**config.mk**
```make
export PLATFORM = sky130hd
export DESIGN_NAME = multi_mode_watch
export DESIGN_NICKNAME = d
export VERILOG_FILES = /design/src/rtl/multi_mode_watch.sv
export SDC_FILE = /design/constraint.sdc
export NUM_CORES = 1
export LEC_CHECK = 0
export ABC_AREA = 1
export BUFFER_PORTS_ARGS = -buffer_cell sky130_fd_sc_hd__clkbuf_2
export CORE_AREA = 2 2 106 78
export CTS_BUF_LIST = sky130_fd_sc_hd__clkbuf_16
export CTS_CLUSTER_DIAMETER = 40
export DETAILED_ROUTE_END_ITERATION = 8
export DIE_AREA = 0 0 108 80
export GPL_ROUTABILITY_DRIVEN = 0
export PLACE_DENSITY = 0.68
export SYNTH_ARGS = -nofsm -noshare
export SYNTH_HDL_FRONTEND = slang
export SYNTH_SLANG_ARGS = --single-unit
```
**constraint.sdc**
```tcl
create_clock -name clk -period 4.6 [get_ports clk]
set_input_delay 0 -clock clk [delete_from_list [all_inputs] [get_ports clk]]
set_output_delay 0 -clock clk [all_outputs]
set_load 0.02 [all_outputs]
```
**src/rtl/multi_mode_watch.sv**
```systemverilog
// multi_mode_watch: free-running h/m/s time-of-day counter with a configurable
// tick divisor, a set mode (field select, increment, decrement, clear), a
// selected-field blink strobe, 12/24 h display conversion and a 1 Hz tick.
// Optional alarm comparator: define MULTI_MODE_WATCH_ALARM_EN to build it in.
// With the macro undefined the alarm ports and logic do not exist.

module multi_mode_watch #(
    parameter int TICK_DIV = 100_000_000
) (
    input  logic       clk,
    input  logic       reset_p,
    input  logic       mode_pulse,
    input  logic       sel_pulse,
    input  logic       inc_pulse,
    input  logic       dec_pulse,
    input  logic       clear_pulse,
    input  logic       mode_12h,
`ifdef MULTI_MODE_WATCH_ALARM_EN
    input  logic [4:0] alarm_hour,
    input  logic [5:0] alarm_min,
    input  logic       alarm_arm,
    output logic       alarm_ring,
`endif
    output logic [5:0] sec,
    output logic [5:0] min,
    output logic [4:0] hour,
    output logic [4:0] hour_disp,
    output logic       pm,
    output logic       set_mode,
    output logic [1:0] field_sel,
    output logic       blink,
    output logic       tick_1hz
);

    // Prescaler width follows the divisor; it is never set independently.
    localparam int CNT_W = $clog2(TICK_DIV);
    localparam logic [CNT_W-1:0] PRE_TERM = CNT_W'(TICK_DIV - 1);
    localparam logic [CNT_W-1:0] PRE_HALF = CNT_W'(TICK_DIV / 2);

    localparam logic [5:0] SEC_MAX  = 6'd59;
    localparam logic [5:0] MIN_MAX  = 6'd59;
    localparam logic [4:0] HOUR_MAX = 5'd23;

    // Field-select encoding; value 3 is never entered.
    localparam logic [1:0] FIELD_SEC  = 2'd0;
    localparam logic [1:0] FIELD_MIN  = 2'd1;
    localparam logic [1:0] FIELD_HOUR = 2'd2;

    logic [CNT_W-1:0] pre_q, pre_d;
    logic [5:0]       sec_q, sec_d;
    logic [5:0]       min_q, min_d;
    logic [4:0]       hour_q, hour_d;
    logic             set_mode_q, set_mode_d;
    logic [1:0]       field_sel_q, field_sel_d;
    logic             tick_q, tick_d;
    logic             pre_term;
    logic             edit_inc;
    logic             edit_dec;

    assign pre_term = (pre_q == PRE_TERM);
    assign edit_inc = inc_pulse && !dec_pulse;
    assign edit_dec = dec_pulse && !inc_pulse;

    // Prescaler, run/set toggle, field selection and the registered 1 Hz tick.
    always_comb begin
        pre_d       = pre_q;
        set_mode_d  = set_mode_q;
        field_sel_d = field_sel_q;
        tick_d      = 1'b0;

        if (mode_pulse) begin
            pre_d = '0;
        end else if (pre_term) begin
            pre_d = '0;
        end else begin
            pre_d = pre_q + 1'b1;
        end

        if (!set_mode_q) begin
            tick_d = pre_term;
        end

        if (set_mode_q && sel_pulse) begin
            if (field_sel_q == FIELD_HOUR) begin
                field_sel_d = FIELD_SEC;
            end else begin
                field_sel_d = field_sel_q + 2'd1;
            end
        end

        if (mode_pulse) begin
            set_mode_d = !set_mode_q;
            if (set_mode_q) begin
                field_sel_d = FIELD_SEC;
            end
        end
    end

    // Time fields: carry chain on run-mode ticks, per-field edits in set mode.
    always_comb begin
        sec_d  = sec_q;
        min_d  = min_q;
        hour_d = hour_q;

        if (!set_mode_q) begin
            if (pre_term) begin
                if (sec_q == SEC_MAX) begin
                    sec_d = '0;
                    if (min_q == MIN_MAX) begin
                        min_d  = '0;
                        hour_d = (hour_q == HOUR_MAX) ? 5'd0 : hour_q + 5'd1;
                    end else begin
                        min_d = min_q + 6'd1;
                    end
                end else begin
                    sec_d = sec_q + 6'd1;
                end
            end
        end else if (clear_pulse) begin
            sec_d  = '0;
            min_d  = '0;
            hour_d = '0;
        end else if (edit_inc) begin
            case (field_sel_q)
                FIELD_SEC:  sec_d  = (sec_q  == SEC_MAX)  ? 6'd0 : sec_q  + 6'd1;
                FIELD_MIN:  min_d  = (min_q  == MIN_MAX)  ? 6'd0 : min_q  + 6'd1;
                FIELD_HOUR: hour_d = (hour_q == HOUR_MAX) ? 5'd0 : hour_q + 5'd1;
                default: ;
            endcase
        end else if (edit_dec) begin
            case (field_sel_q)
                FIELD_SEC:  sec_d  = (sec_q  == 6'd0) ? SEC_MAX  : sec_q  - 6'd1;
                FIELD_MIN:  min_d  = (min_q  == 6'd0) ? MIN_MAX  : min_q  - 6'd1;
                FIELD_HOUR: hour_d = (hour_q == 5'd0) ? HOUR_MAX : hour_q - 5'd1;
                default: ;
            endcase
        end
    end

    // All watch state, cleared asynchronously.
    always_ff @(posedge clk or posedge reset_p) begin
        if (reset_p) begin
            pre_q       <= '0;
            sec_q       <= '0;
            min_q       <= '0;
            hour_q      <= '0;
            set_mode_q  <= 1'b0;
            field_sel_q <= FIELD_SEC;
            tick_q      <= 1'b0;
        end else begin
            pre_q       <= pre_d;
            sec_q       <= sec_d;
            min_q       <= min_d;
            hour_q      <= hour_d;
            set_mode_q  <= set_mode_d;
            field_sel_q <= field_sel_d;
            tick_q      <= tick_d;
        end
    end

    // Display hour: 0 shows as 12, 13..23 fold down by 12 in 12 h mode.
    always_comb begin
        hour_disp = hour_q;
        if (mode_12h) begin
            if (hour_q == 5'd0) begin
                hour_disp = 5'd12;
            end else if (hour_q > 5'd12) begin
                hour_disp = hour_q - 5'd12;
            end
        end
    end

    assign sec       = sec_q;
    assign min       = min_q;
    assign hour      = hour_q;
    assign pm        = (hour_q >= 5'd12);
    assign set_mode  = set_mode_q;
    assign field_sel = field_sel_q;
    assign blink     = set_mode_q && (pre_q < PRE_HALF);
    assign tick_1hz  = tick_q;

`ifdef MULTI_MODE_WATCH_ALARM_EN
    logic alarm_ring_q, alarm_ring_d;
    logic alarm_hit;
    logic alarm_ack;

    // A hit is judged on the time produced by this cycle's run-mode tick, so
    // set-mode edits can never ring the alarm.
    assign alarm_hit = !set_mode_q && pre_term && alarm_arm &&
                       (hour_d == alarm_hour) && (min_d == alarm_min) &&
                       (sec_d == 6'd0);
    assign alarm_ack = !alarm_arm || mode_pulse || inc_pulse || dec_pulse || sel_pulse;

    // Ring latch: set on a hit, held until disarmed or acknowledged by a button.
    always_comb begin
        alarm_ring_d = alarm_ring_q;
        if (alarm_hit) begin
            alarm_ring_d = 1'b1;
        end else if (alarm_ack) begin
            alarm_ring_d = 1'b0;
        end
    end

    // Alarm flop shares the watch reset.
    always_ff @(posedge clk or posedge reset_p) begin
        if (reset_p) begin
            alarm_ring_q <= 1'b0;
        end else begin
            alarm_ring_q <= alarm_ring_d;
        end
    end

    assign alarm_ring = alarm_ring_q;
`endif

endmodule

```
; Yosys cells after proc, flatten, opt, wreduce, memory -nomap -nowiden
; Index checks and enable logic that the tools add are counted.
; W data, S select, Z words.
[word_totals]
reg_bits = 48
inputBits = 8
elab_cells = 86
[classes]
addsub = 9
order_cmp = 3
n_eq_ne = 10
n_mux = 40
reduce_logical = 17
[op_table]
columns = op, count
row1 = $mux W6, 19
row2 = $mux W5, 14
row3 = $mux W27, 2
row4 = $add A27 B1 Y27 const B, 1
row5 = $eq A27 B27 Y1 const B, 1
row6 = $lt A27 B26 Y1 const B, 1
row7 = $add A6 B1 Y6 const B, 2
row8 = $eq A6 B6 Y1 const B, 2
row9 = $logic_not A6 Y1, 2
row10 = $sub A6 B1 Y6 const B, 2
row11 = $ne A3 B2 Y1 const B, 3
row12 = $mux W2, 4
row13 = $reduce_bool A2 Y1, 3
row14 = $add A5 B1 Y5 const B, 1
row15 = $eq A5 B5 Y1 const B, 1
row16 = $ge A5 B4 Y1 const B, 1
row17 = $gt A5 B4 Y1 const B, 1
row18 = $logic_not A5 Y1, 1
row19 = $reduce_and A5 Y1, 1
row20 = $sub A5 B1 Y5 const B, 1
row21 = $sub A5 B4 Y5 const B, 1
row22 = $logic_and A1 B1 Y1, 4
row23 = $ne A4 B2 Y1 const B, 1
row24 = $reduce_and A4 Y1, 1
row25 = other kinds (7), 9

; Depth between registers and ports, before layout
[logic_depth]
word_depth = 7
depth_mapped = 11
ltp_nobuf = 11

; Worst setup path before layout
; Ideal clock, no wire load.
[synth_timing]
path_type = flip-flop to flip-flop
startpoint = register hour_q[2] (netlist: hour[2])
endpoint = register hour_q[4] (netlist: hour[4])
setup_ns = 0.118
arrival_ns = 1.544
path_slack_ns = 2.938
path_stages_with_launch = 12
n_path_buf = 1
synth_period_minus_slack_ns = 1.662
path_cell_list = dfrtp_1 -> buf_2 -> inv_1 -> ha_1 -> nand3_1 -> inv_1 -> nor2_1 -> nand2_1 -> nand3_1 -> o21ai_0 -> nand3_1 -> nand2_1
[synth_between]
elab_chain_len = 7
elab_cells_between_ends = 15
cone_classes = add/sub (2) / eq/ne (1) / mux (11) / reduce/logical (1)
[synth_lines]
columns = item, line_no
row1 = from (decl), 52  ; logic [4:0] hour_q, hour_d;
row2 = from (signal assigned), 154  ; hour_q <= hour_d;
row3 = $sub A5 B1 Y5 or $logic_not A5 Y1 (tied branches), 134  ; FIELD_HOUR: hour_d = (hour_q == 5'd0) ? HOUR_MAX : hour_q - 5'd1;
row4 = $mux W5, 134
row5 = $mux W5, 131  ; case (field_sel_q)
row6 = $mux W5, 130  ; end else if (edit_dec) begin
row7 = $mux W5, 123  ; end else if (edit_inc) begin
row8 = $mux W5, 119  ; end else if (clear_pulse) begin
row9 = $mux W5 (*), 105  ; if (!set_mode_q) begin
; Every way passes the cells marked *; elsewhere a longest branch is shown, timed or not. The select of a mux whose other input is x is not followed.
; A chain may end at the register's enable or synchronous reset.

; Worst setup path in the final report
[layout_timing]
startpoint = register pre_q[0]
endpoint = register pre_q[0]
[layout_between]
elab_chain_len = 3
elab_cells_between_ends = 4
cone_classes = add/sub (1) / eq/ne (1) / mux (2)
[layout_lines]
columns = item, line_no
row1 = from (decl), 49  ; logic [CNT_W-1:0] pre_q, pre_d;
row2 = from (signal assigned), 151  ; pre_q <= pre_d;
row3 = $add A27 B1 Y27 or $eq A27 B27 Y1 (tied branches), "76, 60"
row4 = $mux W27 (*), 73  ; end else if (pre_term) begin
row5 = $mux W27 (*), 71  ; if (mode_pulse) begin
row6 = via pre_d[0], 49
; Mark *: on every way through the listed nets, which the timed path passes. The rest lies on a longest branch.

==> flow_summary.toml <==
[status]
outcome = "finished, final reports clean"

[global_routing]
grt_overflow_total = 0
grt_max_degree = 49
antenna_found_initial = 0
grt_use_total_pct = 23.62
grt_pass1_wl_um = 16040
grt_pass1_vias = 3180

[logic_synthesis]
synthTopCellsByArea = "dfrtp_1 32%, nand2_1 15%, nand3_1 9.7%"
syn_inst = 552
ys_seq_area_share_pct = 32.42
synth.avg_cell_area_um2 = 6.712
yosysTopAreaCellShare_pct = 32.42
synth_seq_cells = 48
synth_warnings = 0
synth_fp_nets = 574
yosys.area.top_type = "dfrtp_1"
ys_types = 37
netlist_area_mm2 = 0.003705

[sta]
final_max_slew_viol_count = 0
final.period_utilization_pct = 43.56
finalWorstSetupSlack_ps = 2596
finalCriticalPeriod_ps = 2004
setup_viol_count_final = 0
worst_slew_pin_slew_ps = 997.9
timing.fmax_ghz = 0.4991
skew_ps = 9.431
rsz0062_at_grt = "false"
hold_viol = 0
relSlewSlack_pct = 33.38
fin_hold_ws_ps = 91.86
tns_ps = 0

[layout]
final_area_mm2 = 0.004125
insertedDiodeCount = 0
regArea_mm2 = 0.001201
most-common-layout-cells = "148 x nand2_1, 80 x nor2_1, 72 x nand3_1"
final_cell_count_no_fill = 688
multi_input_area_mm2 = 0.002215
area_growth_pct = 11.35
fillCellCount = 765
final_net_count = 608
final_util_pct = 54.27
drive_gt1_share_pct = 12.10
layout_commonest_cell = "nand2_1"

[routing]
vias = 3681
wl_per_cell_um = 13.98
ant_nets = 0
drc_errors = 0
drt_iter0_markers = 515
via_per_inst = 5.350
wl_um = 9620
first_pass_iters = 5

[worst_hold_path]
holdPathStages = 5
min-delay-start = "sel_pulse"
hold_path_class = "input pin to flip-flop"

[setup_path]
cpMaxStageDelayCell = "dfrtp_1"
start_kind = "flip-flop"
cp_max_fo = 7
path_class = "flip-flop to flip-flop"
r2r_setup_slack_ps = 2600
cp.arrival_ps = 2170
crit_buf_inv = 1
reg2reg_depth = 10
cp_cell_sequence = "ha_1, nand2_2, nor2_4, inv_2, nor2_4, nand2_1, nor2_1, nand4_1, nand2_2, nor2_1"
reg2reg_to = "pre_q[0]"
slowest_delay_ps = 400
r2r-start = "pre_q[0]"
crit_required_ps = 4770
path_delay_family = "simple AND/OR/NAND/NOR gates"
cp-end-kind = "flip-flop"

[placement]
dpl.cell_count = 679
port_buffers = 35
dp_slack_ps = 2630
dp_hpwl_um = 7448
dpl_cell_area_mm2 = 0.003965

[clock_tree]
cts_buffers = 5
cts.sinks = 48
path_clk_slew_ps = 70
cts_tree = "built"
cts_buffer_depth = 2
cts_max_level = 2
insertion_delay_ps = 290
cts_resized = 0
postCtsSetupBuffers = 0
clockRootBuffer = "clkbuf_16"

[pwr]
design_power_total_mw = 1.990
leakage_nw = 1.996
vdd_drop_max_v = 0.0002978
pwr_density_cell_mw_per_mm2 = 482.5

[floorplan]
die_x_um = 108
initial_core_util_pct = 48.74
core-area_mm2 = 0.007601
die_area_mm2 = 0.008640
io_pins = 36
rows = 27
dieHeight_um = 80

[job]
cap_viol_max_count = 0
==> Yosys cell counts (all sizes together) <==
library cell,number
nand3b,1
nor4,2
inv,66
nand2b,1
nor3,13
nand2,156
buf,5
nand3,75
o211ai,4
clkbuf,4
o21ai,22
xnor2,4
nand4,14
o22ai,1
a21o,1
nor2,87
o31ai,2
a21oi,7
dfrtp,48
ha,14
xor2,17
a31oi,2
a21boi,1
or2,4
o21bai,1
==> logic make-up (layout without fill, tap and decap cells) <==
logic type	after synthesis	in the layout	share of synthesized area [%]
fa+ha+maj	14	14	4.728
xor+xnor	21	21	4.964
simple gates	353	353	42.86
compound gates	41	41	7.228
flops	48	48	32.42
buf+inv	75	110	7.801
==> layout make-up <==
class | instances | share of cell area, %
Clock buffer | 5 | 3.033
Sequential cell | 48 | 29.12
Clock inverter | 3 | 0.6066
Inverter | 66 | 6.005
Tap cell | 101 | 3.063
Multi-Input combinational cell | 429 | 53.69
Timing Repair Buffer | 36 | 4.489
==> where the power goes <==
part | internal (mW) | switching, mW
sequential | 0.496 | 0.159
clock | 0.205 | 0.166
combinational | 0.334 | 0.630
==> sequential cells by signal, indices dropped and copies added (netlist names), named ones only <==
name      flops
sec           6
hour          5
set_mode      1
pre_q        27
tick_1hz      1
min           6
==> worst max path at each step <==
stage               endpoint  startpoint  slack (ps)  cells past startpoint
detailed placement  pre_q[8]    pre_q[0]        2630                     10
global route        pre_q[5]    pre_q[0]        2470                     10
finish              pre_q[0]    pre_q[0]        2600                     10
floorplan            hour[4]     hour[2]        2940                     11
CTS                 pre_q[0]    pre_q[0]        2610                     10
global placement    pre_q[5]    pre_q[0]        2660                     10
==> metal layers <==
layer	vias to the layer above	routed length, um	track usage, %
li1	1851	-	-
met3	11	836	5.224
met1	1676	5093	38.86
met5	-	0	0
met4	0	104	4.487
met2	143	3585	30.57
==> tightest hold or removal path, delay by kind of cell <==
family	cells	cell delay [ps]
compound gates	1	70
buf+inv	2	140
simple gates	2	120
==> what timing repair did <==
action,CTS,global route
hold buffers,1,0
endpoints found under the hold margin,48,0
endpoints found under the setup margin,0,0
Note: power is estimated with default switching activity, not from simulation.
